`src/rtl/phy_rx_lane.sv`:
```
// Serial PHY receive lane: hunts for the COMMA symbol, locks byte alignment after
// LOCK_COUNT aligned COMMAs, then deserializes MSB-first bytes with a valid flag.
module phy_rx_lane #(
    parameter logic [7:0]  COMMA      = 8'hBC,
    parameter int unsigned LOCK_COUNT = 4
) (
    input  logic       clk_8f,
    input  logic       reset,
    input  logic       serial_in,
    output logic [7:0] data_out,
    output logic       valid_out,
    output logic       active,
    output logic       byte_strobe
);

    typedef enum logic [1:0] {SEARCH, ALIGN, LOCKED} state_t;

    state_t     state, state_nx;
    logic [7:0] sr, sr_nx, data_nx;
    logic [2:0] bit_cnt, bit_cnt_nx;
    logic [3:0] comma_cnt, comma_cnt_nx;
    logic       valid_nx, active_nx, strobe_nx;
    logic       boundary, is_comma;

    assign sr_nx    = {sr[6:0], serial_in};
    assign is_comma = (sr_nx == COMMA);
    assign boundary = (bit_cnt == 3'd7);

    always_ff @(posedge clk_8f or posedge reset) begin
        if (reset) begin
            state       <= SEARCH;
            sr          <= '0;
            bit_cnt     <= '0;
            comma_cnt   <= '0;
            data_out    <= '0;
            valid_out   <= 1'b0;
            active      <= 1'b0;
            byte_strobe <= 1'b0;
        end else begin
            state       <= state_nx;
            sr          <= sr_nx;
            bit_cnt     <= bit_cnt_nx;
            comma_cnt   <= comma_cnt_nx;
            data_out    <= data_nx;
            valid_out   <= valid_nx;
            active      <= active_nx;
            byte_strobe <= strobe_nx;
        end
    end

    always_comb begin
        state_nx     = state;
        bit_cnt_nx   = bit_cnt + 3'd1;
        comma_cnt_nx = comma_cnt;
        data_nx      = data_out;
        valid_nx     = valid_out;
        active_nx    = active;
        strobe_nx    = 1'b0;

        unique case (state)
            SEARCH: begin
                // Restart the bit counter so this detect edge behaves as a boundary
                if (is_comma) begin
                    bit_cnt_nx   = '0;
                    comma_cnt_nx = 4'd1;
                    state_nx     = ALIGN;
                end
            end
            ALIGN: begin
                if (boundary) begin
                    if (is_comma) begin
                        comma_cnt_nx = comma_cnt + 4'd1;
                        if (comma_cnt_nx == 4'(LOCK_COUNT)) begin
                            state_nx  = LOCKED;
                            active_nx = 1'b1;
                        end
                    end else begin
                        state_nx     = SEARCH;
                        comma_cnt_nx = '0;
                    end
                end
            end
            LOCKED: begin
                if (boundary) begin
                    strobe_nx = 1'b1;
                    if (is_comma) begin
                        valid_nx = 1'b0;
                    end else begin
                        data_nx  = sr_nx;
                        valid_nx = 1'b1;
                    end
                end
            end
            default: state_nx = SEARCH;
        endcase
    end

endmodule

```
`config.mk`:
```
export PLATFORM = sky130hd
export DESIGN_NAME = phy_rx_lane
export DESIGN_NICKNAME = d
export VERILOG_FILES = /design/src/rtl/phy_rx_lane.sv
export SDC_FILE = /design/constraint.sdc
export NUM_CORES = 1
export LEC_CHECK = 0
export ABC_AREA = 1
export CORE_MARGIN = 5
export CORE_UTILIZATION = 53
export DETAILED_ROUTE_END_ITERATION = 6
export PLACE_DENSITY_LB_ADDON = 0.25
export REMOVE_ABC_BUFFERS = 1
export SLEW_MARGIN = 40
export SYNTH_ARGS = -nofsm -noshare
export SYNTH_HDL_FRONTEND = slang
export SYNTH_SLANG_ARGS = --single-unit
export TNS_END_PERCENT = 1
```
`constraint.sdc`:
```
create_clock -name clk_8f -period 1.7 [get_ports clk_8f]
set_input_delay 0.34 -clock clk_8f [delete_from_list [all_inputs] [get_ports clk_8f]]
set_output_delay 0.34 -clock clk_8f [all_outputs]
set_load 0.02 [all_outputs]
```
After elaboration in Yosys (flattened, before gate mapping). Cells that the tools add are included.

Register bits: 27. Bits in latches: 0. Memory bits (writable): 0. Bits in read-only memories: 0. Input port bits: 3. Logic and storage cells: 41. Memories kept: 0.

$add $sub $neg: 2. Multipliers: 0. Divide/modulo/power cells: 0. Magnitude comparators: 0. Equality and inequality tests: 8. Shift-type cells: 0. Muxes and demuxes: 14. Bitwise logic cells: 2. Reductions and logical operators: 7.

Operator list (count): 4-bit two-way mux (3); 8-bit equality test, second input constant (1); 2-bit two-way mux (4); 4-bit one-hot mux with 2 select lines (1); 4-bit AND reduction (2); 3-bit two-way mux (2); 2-bit one-hot mux with 3 select lines (1); 3-bit AND reduction (2); 4-bit by 1-bit adder with 4-bit output, second input constant (1); 4-bit by 3-bit equality test with 1-bit output, second input constant (1); 2-bit != test, second input constant (2); 3-bit by 1-bit adder with 3-bit output, second input constant (1); 3-bit equality test, second input constant (1); 1-bit two-way mux (3); 3-bit != test, second input constant (1); 2-bit by 1-bit equality test with 1-bit output, second input constant (1); 2-bit equality test, second input constant (1); 2-bit zero test (1); 1-bit NOT (2); 2-bit AND reduction (1); 2-bit nonzero test (1).

Longest topological paths before layout. Gate-level depths: netlist of run 1.

Depth after elaboration: 6. Gate-level depth with buffers: 10. Gate-level depth less buffers: 10.

Worst setup path before layout of run 1. OpenSTA, ideal clock, no wires.

Path kind: reg2reg. Start: register bit_cnt[0]. End: register comma_cnt[3]. Setup time: 0.074 ns. Arrival time: 1.290 ns. Required time: 1.626 ns. Path slack: 0.336 ns. Cell stages (with the launch flop): 8. Buffers on the path: 0. Cell sequence: dfrtp_1 ha_1 ha_1 nor2_1 a21oi_4 nand2_2 nand2_1 o21ai_2.

Longest elaborated chain between the ends: 3.

Ends and longest elaborated chain: start, declared (line 20) `logic [2:0] bit_cnt, bit_cnt_nx;`; start signal, assigned (line 42) `bit_cnt <= bit_cnt_nx;`; 3-bit equality test (line 27) `assign boundary = (bit_cnt == 3'd7);`; 2-bit != test (no source line); 3-bit AND reduction (no source line); end signal, assigned (line 43) `comma_cnt <= comma_cnt_nx;`; end, declared (line 21) `logic [3:0] comma_cnt, comma_cnt_nx;`.

Every way passes these cells. A chain may end at the register's enable or synchronous reset.

Worst setup path after layout of run 1.
Start: register data_out[7]. End: output data_out[7].

RTL lines: start, declared (line 10) `output logic [7:0] data_out,`; start signal, assigned (line 44) `data_out <= data_nx;`.

No word-level cell between the ends.

==> results of run 1 <==
## power groups by stage
| stage | clock [mW] | combinational, mW | sequential (mW) |
|---|---|---|---|
| floorplan | 0 | 0.0256 | 0.695 |
| global placement | 0 | 0.0738 | 0.683 |
| detailed placement | 0 | 0.0751 | 0.685 |
| CTS | 0.282 | 0.0752 | 0.673 |
| global route | 0.309 | 0.0795 | 0.675 |
| finish | 0.268 | 0.0712 | 0.672 |
## flip-flops by register name (all words and copies together) (netlist names)
name,cells
data_out,8
sr,7
comma_cnt,4
bit_cnt,3
state,2
active,1
byte_strobe,1
valid_out,1
## placed cells by master, fill, tap and decap left out, types with 3 or more instances in the layout
cell type	n
nand2_2	4
nand3_1	10
nor2_2	3
nand2_1	39
ha_1	4
o21ai_2	4
dfrtp_1	27
clkbuf_4	3
clkdlybuf4s50_1	7
dlymetal6s2s_1	6
inv_1	12
nor2_1	4
buf_4	6
## how the worst max path moves through the flow
stage	start	end	cells past startpoint
floorplan	sr[0]	state[1]	8
global placement	serial_in	comma_cnt[3]	10
detailed placement	serial_in	comma_cnt[3]	10
CTS	data_out[0]	data_out[0]	1
global route	valid_out	valid_out	1
finish	data_out[7]	data_out[7]	1
## metal layers
| metal | GRT usage (%) | wire length, µm | vias up |
|---|---|---|---|
| li1 | - | - | 426 |
| met1 | 17.18 | 873 | 382 |
| met2 | 25.00 | 1055 | 17 |
| met3 | 2.715 | 74 | 6 |
| met4 | 9.603 | 53 | 0 |
| met5 | 0 | 0 | - |
## kinds of logic (layout without fill, tap and decap cells)
logic type	count (synthesis)	count (layout)	synth area share, %
flops	27	27	56.37
buf+inv	16	37	6.263
simple gates	67	67	27.03
fa+ha+maj	4	4	4.176
compound gates	9	9	6.159
## cell type report
class / instances / area share, %
flip-flops and latches: 27 / 47.33
multi-input cells: 80 / 31.38
inverters: 14 / 3.681
clock buffers: 4 / 1.840
well taps: 28 / 2.454
repair buffers: 19 / 13.32
## repair_timing
action,4_1_cts,5_1_grt
resized for setup,0,6
buffers inserted,0,0
setup endpoints to repair,0,6
## synth_stat cells
master / count / area, µm²
o21bai_1: 1 / 7.510
ha_1: 4 / 50.05
inv_1: 12 / 45.04
nand2_4: 1 / 11.26
nand2_1: 39 / 146.4
o21ai_0: 2 / 10.01
nor2_8: 1 / 20.02
nand4_1: 2 / 12.51
dfrtp_1: 27 / 675.7
inv_2: 2 / 7.510
nand3_1: 10 / 50.05
nand2_2: 4 / 25.02
buf_6: 2 / 22.52
a21oi_4: 1 / 16.27
nor3_1: 1 / 5.000
nor2_1: 4 / 15.01
nor2_4: 1 / 11.26
nor2_2: 3 / 18.77
o21ai_1: 1 / 5.000
o21ai_2: 4 / 35.03
or2_4: 1 / 8.760
==> reports/summary.txt, run 1 <==
routability cong. - 0.8116
maxcap violations - 0
DRT Wirelength - 2056 µm
Net Sw Power - 0.2285 mW
placed cells - 168
Setup TNS - 0 ns
area grow syn2layout - 19.10%
CTS tree - yes
slack of the critical path - 0.06736 ns
CTS Sinks - 27
leakage power - 0.7494 nW
Layout Skew - 0.001417 ns
hpwl dp - 1617 µm
Setup violations, final - 0
Reg clk slew, reported paths - 0.13 ns
Layout Cells excl Fill - 172
Worst EP required - 1.36 ns
DIE HEIGHT - 57.56 µm
cells on worst reg2reg path - 7
cell internal pwr - 0.7827 mW
initial antenna violation count - 0
Antenna diodes - 0
crit path buf inv count - 1
CP max stage delay - 0.60 ns
fillcell total - 181
sw frac - 22.60%
post-route ant nets - 0
CP Capture Type - output pin
Critical Path Start Type - flop
DRC Markers - 0
total power - 1.011 mW
fin util - 65.16%
largest net degree at the start of global routing - 28
sequential share of power - 66.5%
worst-path fanout max - 2
part of the Yosys area used for sequential elements - 56.37%
worst hold path type - primary input to asynchronous set/reset pin
status - completed
power per cell area - 708.3 nW/µm²
unrepaired setup endpoints after global routing - false
Clk pwr share - 26.5%
Max Clk Rate - 612.5 MHz
combinational power share - 7.0%
fraction of layout cells with a size suffix above 1 - 18.75%
pre-CTS setup slack - -0.06073 ns
CTS root buf - clkbuf_4
Clock Latency Late Sink - 0.32 ns
min cycle time layout - 1.633 ns
Core Footprint - 2191 µm²
R2R Path Start - bit_cnt[0]
num ports - 14
full die area - 3313 µm²
Via density - 4.831
Post-CTS Hold Buffers - 0
syn_area_per_cell - 9.745 µm²
vias in the first global route - 893
WHS - 0.3643 ns
#FFs+latches synth - 27
total gr overflow - 0
Placed Area - 1386 µm²
row count - 17
vias - 831
slowest CP cell - clkdlybuf4s50_1
Starting Density - 54.71%
kind of critical path - flop to output pin
H-tree depth - 1
worst path cell trace - clkdlybuf4s50_1
Slew @ Worst Pin - 0.3964 ns
Die Width - 57.56 µm
Slew HR - 73.47%
Period Utilization, post-route - 96.04%
cell area after layout - 1428 µm²
Final Hold Viols - 0
reg2reg end - comma_cnt[3]
Total GRT Usage - 14.85%
Slew Viols, Final - 0
post-DR wirelength/cell - 11.95 µm
Unique masters post-synth - 21
first-pass GRT wire length - 3753 µm
cells after synthesis - 123
Num CTS Buffers - 3
drt initial violations - 23
multi-input logic area - 447.9 µm²
crit-path leading delay family - buffers and inverters
Post-Syn Area - 1199 µm²
port bufs - 13
Ys Warns - 0
Reg2Reg Setup Slack - 0.18 ns
Pre-antenna DRT Iters - 4
Peak VDD IR - 0.5242 mV
critical path data arrival time - 1.29 ns
CTS Buffer Depth - 2
Register Area - 675.6 µm²
Final #Nets - 152
No activity file was read; power rests on OpenSTA's default activity.
==> inputs of run 2 (changes only) <==
--- a/config.mk
+++ b/config.mk
@@ -11,6 +11,7 @@
 export DETAILED_ROUTE_END_ITERATION = 6
 export PLACE_DENSITY_LB_ADDON = 0.25
 export REMOVE_ABC_BUFFERS = 1
+export SKIP_LAST_GASP = 1
 export SLEW_MARGIN = 40
 export SYNTH_ARGS = -nofsm -noshare
 export SYNTH_HDL_FRONTEND = slang
==> run 2 against run 1 <==
Effect of this change: worst hold slack worse by 0.00062 ns; critical path depth stayed put; cell area is 0.88% lower; highest routed layer unchanged.
==> reports/summary.txt, run 2 (synthesis gave the netlist of run 1 again) <==
status - completed
port bufs - 13 (unchanged)
Placed Area - 1386 µm² (unchanged)
CP Capture Type - output pin
CTS root buf - clkbuf_4
Starting Density - 54.71% (unchanged)
DIE HEIGHT - 57.56 µm (unchanged)
placed cells - 168 (unchanged)
CTS Buffer Depth - 2 (unchanged)
Reg clk slew, reported paths - 0.13 ns (about the same)
critical path data arrival time - 1.31 ns (+0.02 ns)
largest net degree at the start of global routing - 28 (unchanged)
full die area - 3313 µm² (unchanged)
Slew HR - 73.25% (-0.23 points)
power per cell area - 714.3 nW/µm² (+0.84%)
Core Footprint - 2191 µm² (unchanged)
Reg2Reg Setup Slack - 0.17 ns (about the same)
fraction of layout cells with a size suffix above 1 - 18.75% (unchanged)
Setup violations, final - 0 (unchanged)
multi-input logic area - 447.9 µm² (unchanged)
Layout Skew - 0.001438 ns (+0.00002110 ns)
initial antenna violation count - 0 (unchanged)
Top reg by flops - data_out
Worst EP required - 1.36 ns (about the same)
cell area after layout - 1415 µm² (-0.88%)
kind of critical path - flop to output pin
R2R Path Start - bit_cnt[0]
area grow syn2layout - 18.06%
Period Utilization, post-route - 97.27% (+1.2 points)
row count - 17 (unchanged)
vias - 825 (-0.72%)
Critical Path Start Type - flop
pre-CTS setup slack - -0.06073 ns (unchanged)
worst path cell trace - clkdlybuf4s50_1
DRC Markers - 0 (unchanged)
DRT Wirelength - 2061 µm (+0.24%)
most frequent cells in the layout - nand2_1, dfrtp_1, inv_1, clkdlybuf4s50_1, nand3_1
Layout Cells excl Fill - 172 (unchanged)
cells on worst reg2reg path - 7 (unchanged)
Total GRT Usage - 14.85% (unchanged)
Peak VDD IR - 0.5209 mV (-0.62%)
Slew Viols, Final - 0 (unchanged)
Register Area - 675.6 µm² (unchanged)
Largest regs - data_out x8, sr x7, comma_cnt x4
Slew @ Worst Pin - 0.3998 ns (+0.003381 ns)
hpwl dp - 1617 µm (unchanged)
post-route ant nets - 0 (unchanged)
Pre-antenna DRT Iters - 4 (unchanged)
Die Width - 57.56 µm (unchanged)
Antenna diodes - 0 (unchanged)
post-CTS setup buffers - 0 (unchanged)
Post-CTS Hold Buffers - 0 (unchanged)
Clock Latency Late Sink - 0.32 ns (about the same)
crit-path leading delay family - buffers and inverters
CTS tree - yes
CP max stage delay - 0.61 ns (about the same)
leakage power - 0.7036 nW (-6.1%)
slack of the critical path - 0.04644 ns (-0.02092 ns)
fin util - 64.59% (-0.57 points)
num ports - 14 (unchanged)
crit path buf inv count - 1 (unchanged)
Final Hold Viols - 0 (unchanged)
reg2reg end - comma_cnt[3]
fillcell total - 179 (-1.1%)
Via density - 4.797 (-0.72%)
unrepaired setup endpoints after global routing - true
vias in the first global route - 893 (unchanged)
routability cong. - 0.8116 (unchanged)
first-pass GRT wire length - 3753 µm (unchanged)
Num CTS Buffers - 3 (unchanged)
min cycle time layout - 1.654 ns (+0.02092 ns)
Worst Setup EP - data_out[1]
slowest CP cell - clkdlybuf4s50_1
maxcap violations - 0 (unchanged)
Max Clk Rate - 604.8 MHz (-1.3%)
post-DR wirelength/cell - 11.98 µm (+0.24%)
Critical path origin - data_out[1]
worst-path fanout max - 2 (unchanged)
most common cell after layout, fill and taps aside - nand2_1
critical path depth - 1 (unchanged)
total gr overflow - 0 (unchanged)
Final #Nets - 152 (unchanged)
H-tree depth - 1 (unchanged)
worst hold path type - primary input to asynchronous set/reset pin
number of flip-flops in the largest register - 8 (unchanged)
CTS Sinks - 27 (unchanged)
drt initial violations - 21 (-8.7%)
[run 2: changes by cell type in the layout (fill, tap and decap cells not counted)]
| cell | previous run | this run |
|---|---|---|
| clkdlybuf4s50_1 | 7 | 12 |
| dlymetal6s2s_1 | 6 | 1 |
[run 2: worst min path at each step]
| stage | end | slack, ns | cells past startpoint |
|---|---|---|---|
| final | data_out[4] | 0.36 | 3 |
| after floorplan | sr[1] | 0.35 | 0 |
| after global routing | data_out[6] | 0.39 | 3 |
| after CTS | data_out[6] | 0.36 | 3 |
| after detailed placement | sr[1] | 0.38 | 0 |
| after global placement | sr[6] | 0.38 | 0 |
[run 2: layer usage]
layer | share of wire (%) | wire length, µm | global-route usage [%]
met5 | 0 | 0 | 0
met3 | 3.1 | 64 | 2.715
met2 | 50 | 1030 | 25.00
met1 | 44 | 897 | 17.18
met4 | 3.3 | 68 | 9.603
[run 2: where the power goes]
part	leakage (nW)	switching, mW	internal (mW)
clock	0.0150	0.174	0.0919
sequential	0.323	0.0116	0.661
combinational	0.366	0.0411	0.0314
total	0.704	0.227	0.784
[run 2: layout make-up]
type	instances	area share, %
Clock buffer	4	1.857
Inverter	14	3.714
Multi-Input combinational cell	80	31.65
Sequential cell	27	47.75
Tap cell	28	2.476
Timing Repair Buffer	19	12.56
[run 2: stage by stage]
stage	total power [mW]	setup TNS [ns]	hold WS, ns
floorplan	0.7210	0	0.3537
global placement	0.7571	-0.06958	0.3761
detailed placement	0.7599	-0.2478	0.3802
CTS	1.030	0	0.3647
global route	1.065	-0.02451	0.3943
finish	1.011	0	0.3637
[run 2: what timing repair did]
action	4_1_cts	5_1_grt
gates resized for setup	0	1
setup endpoints to repair	0	6
hold endpoints to repair	0	0
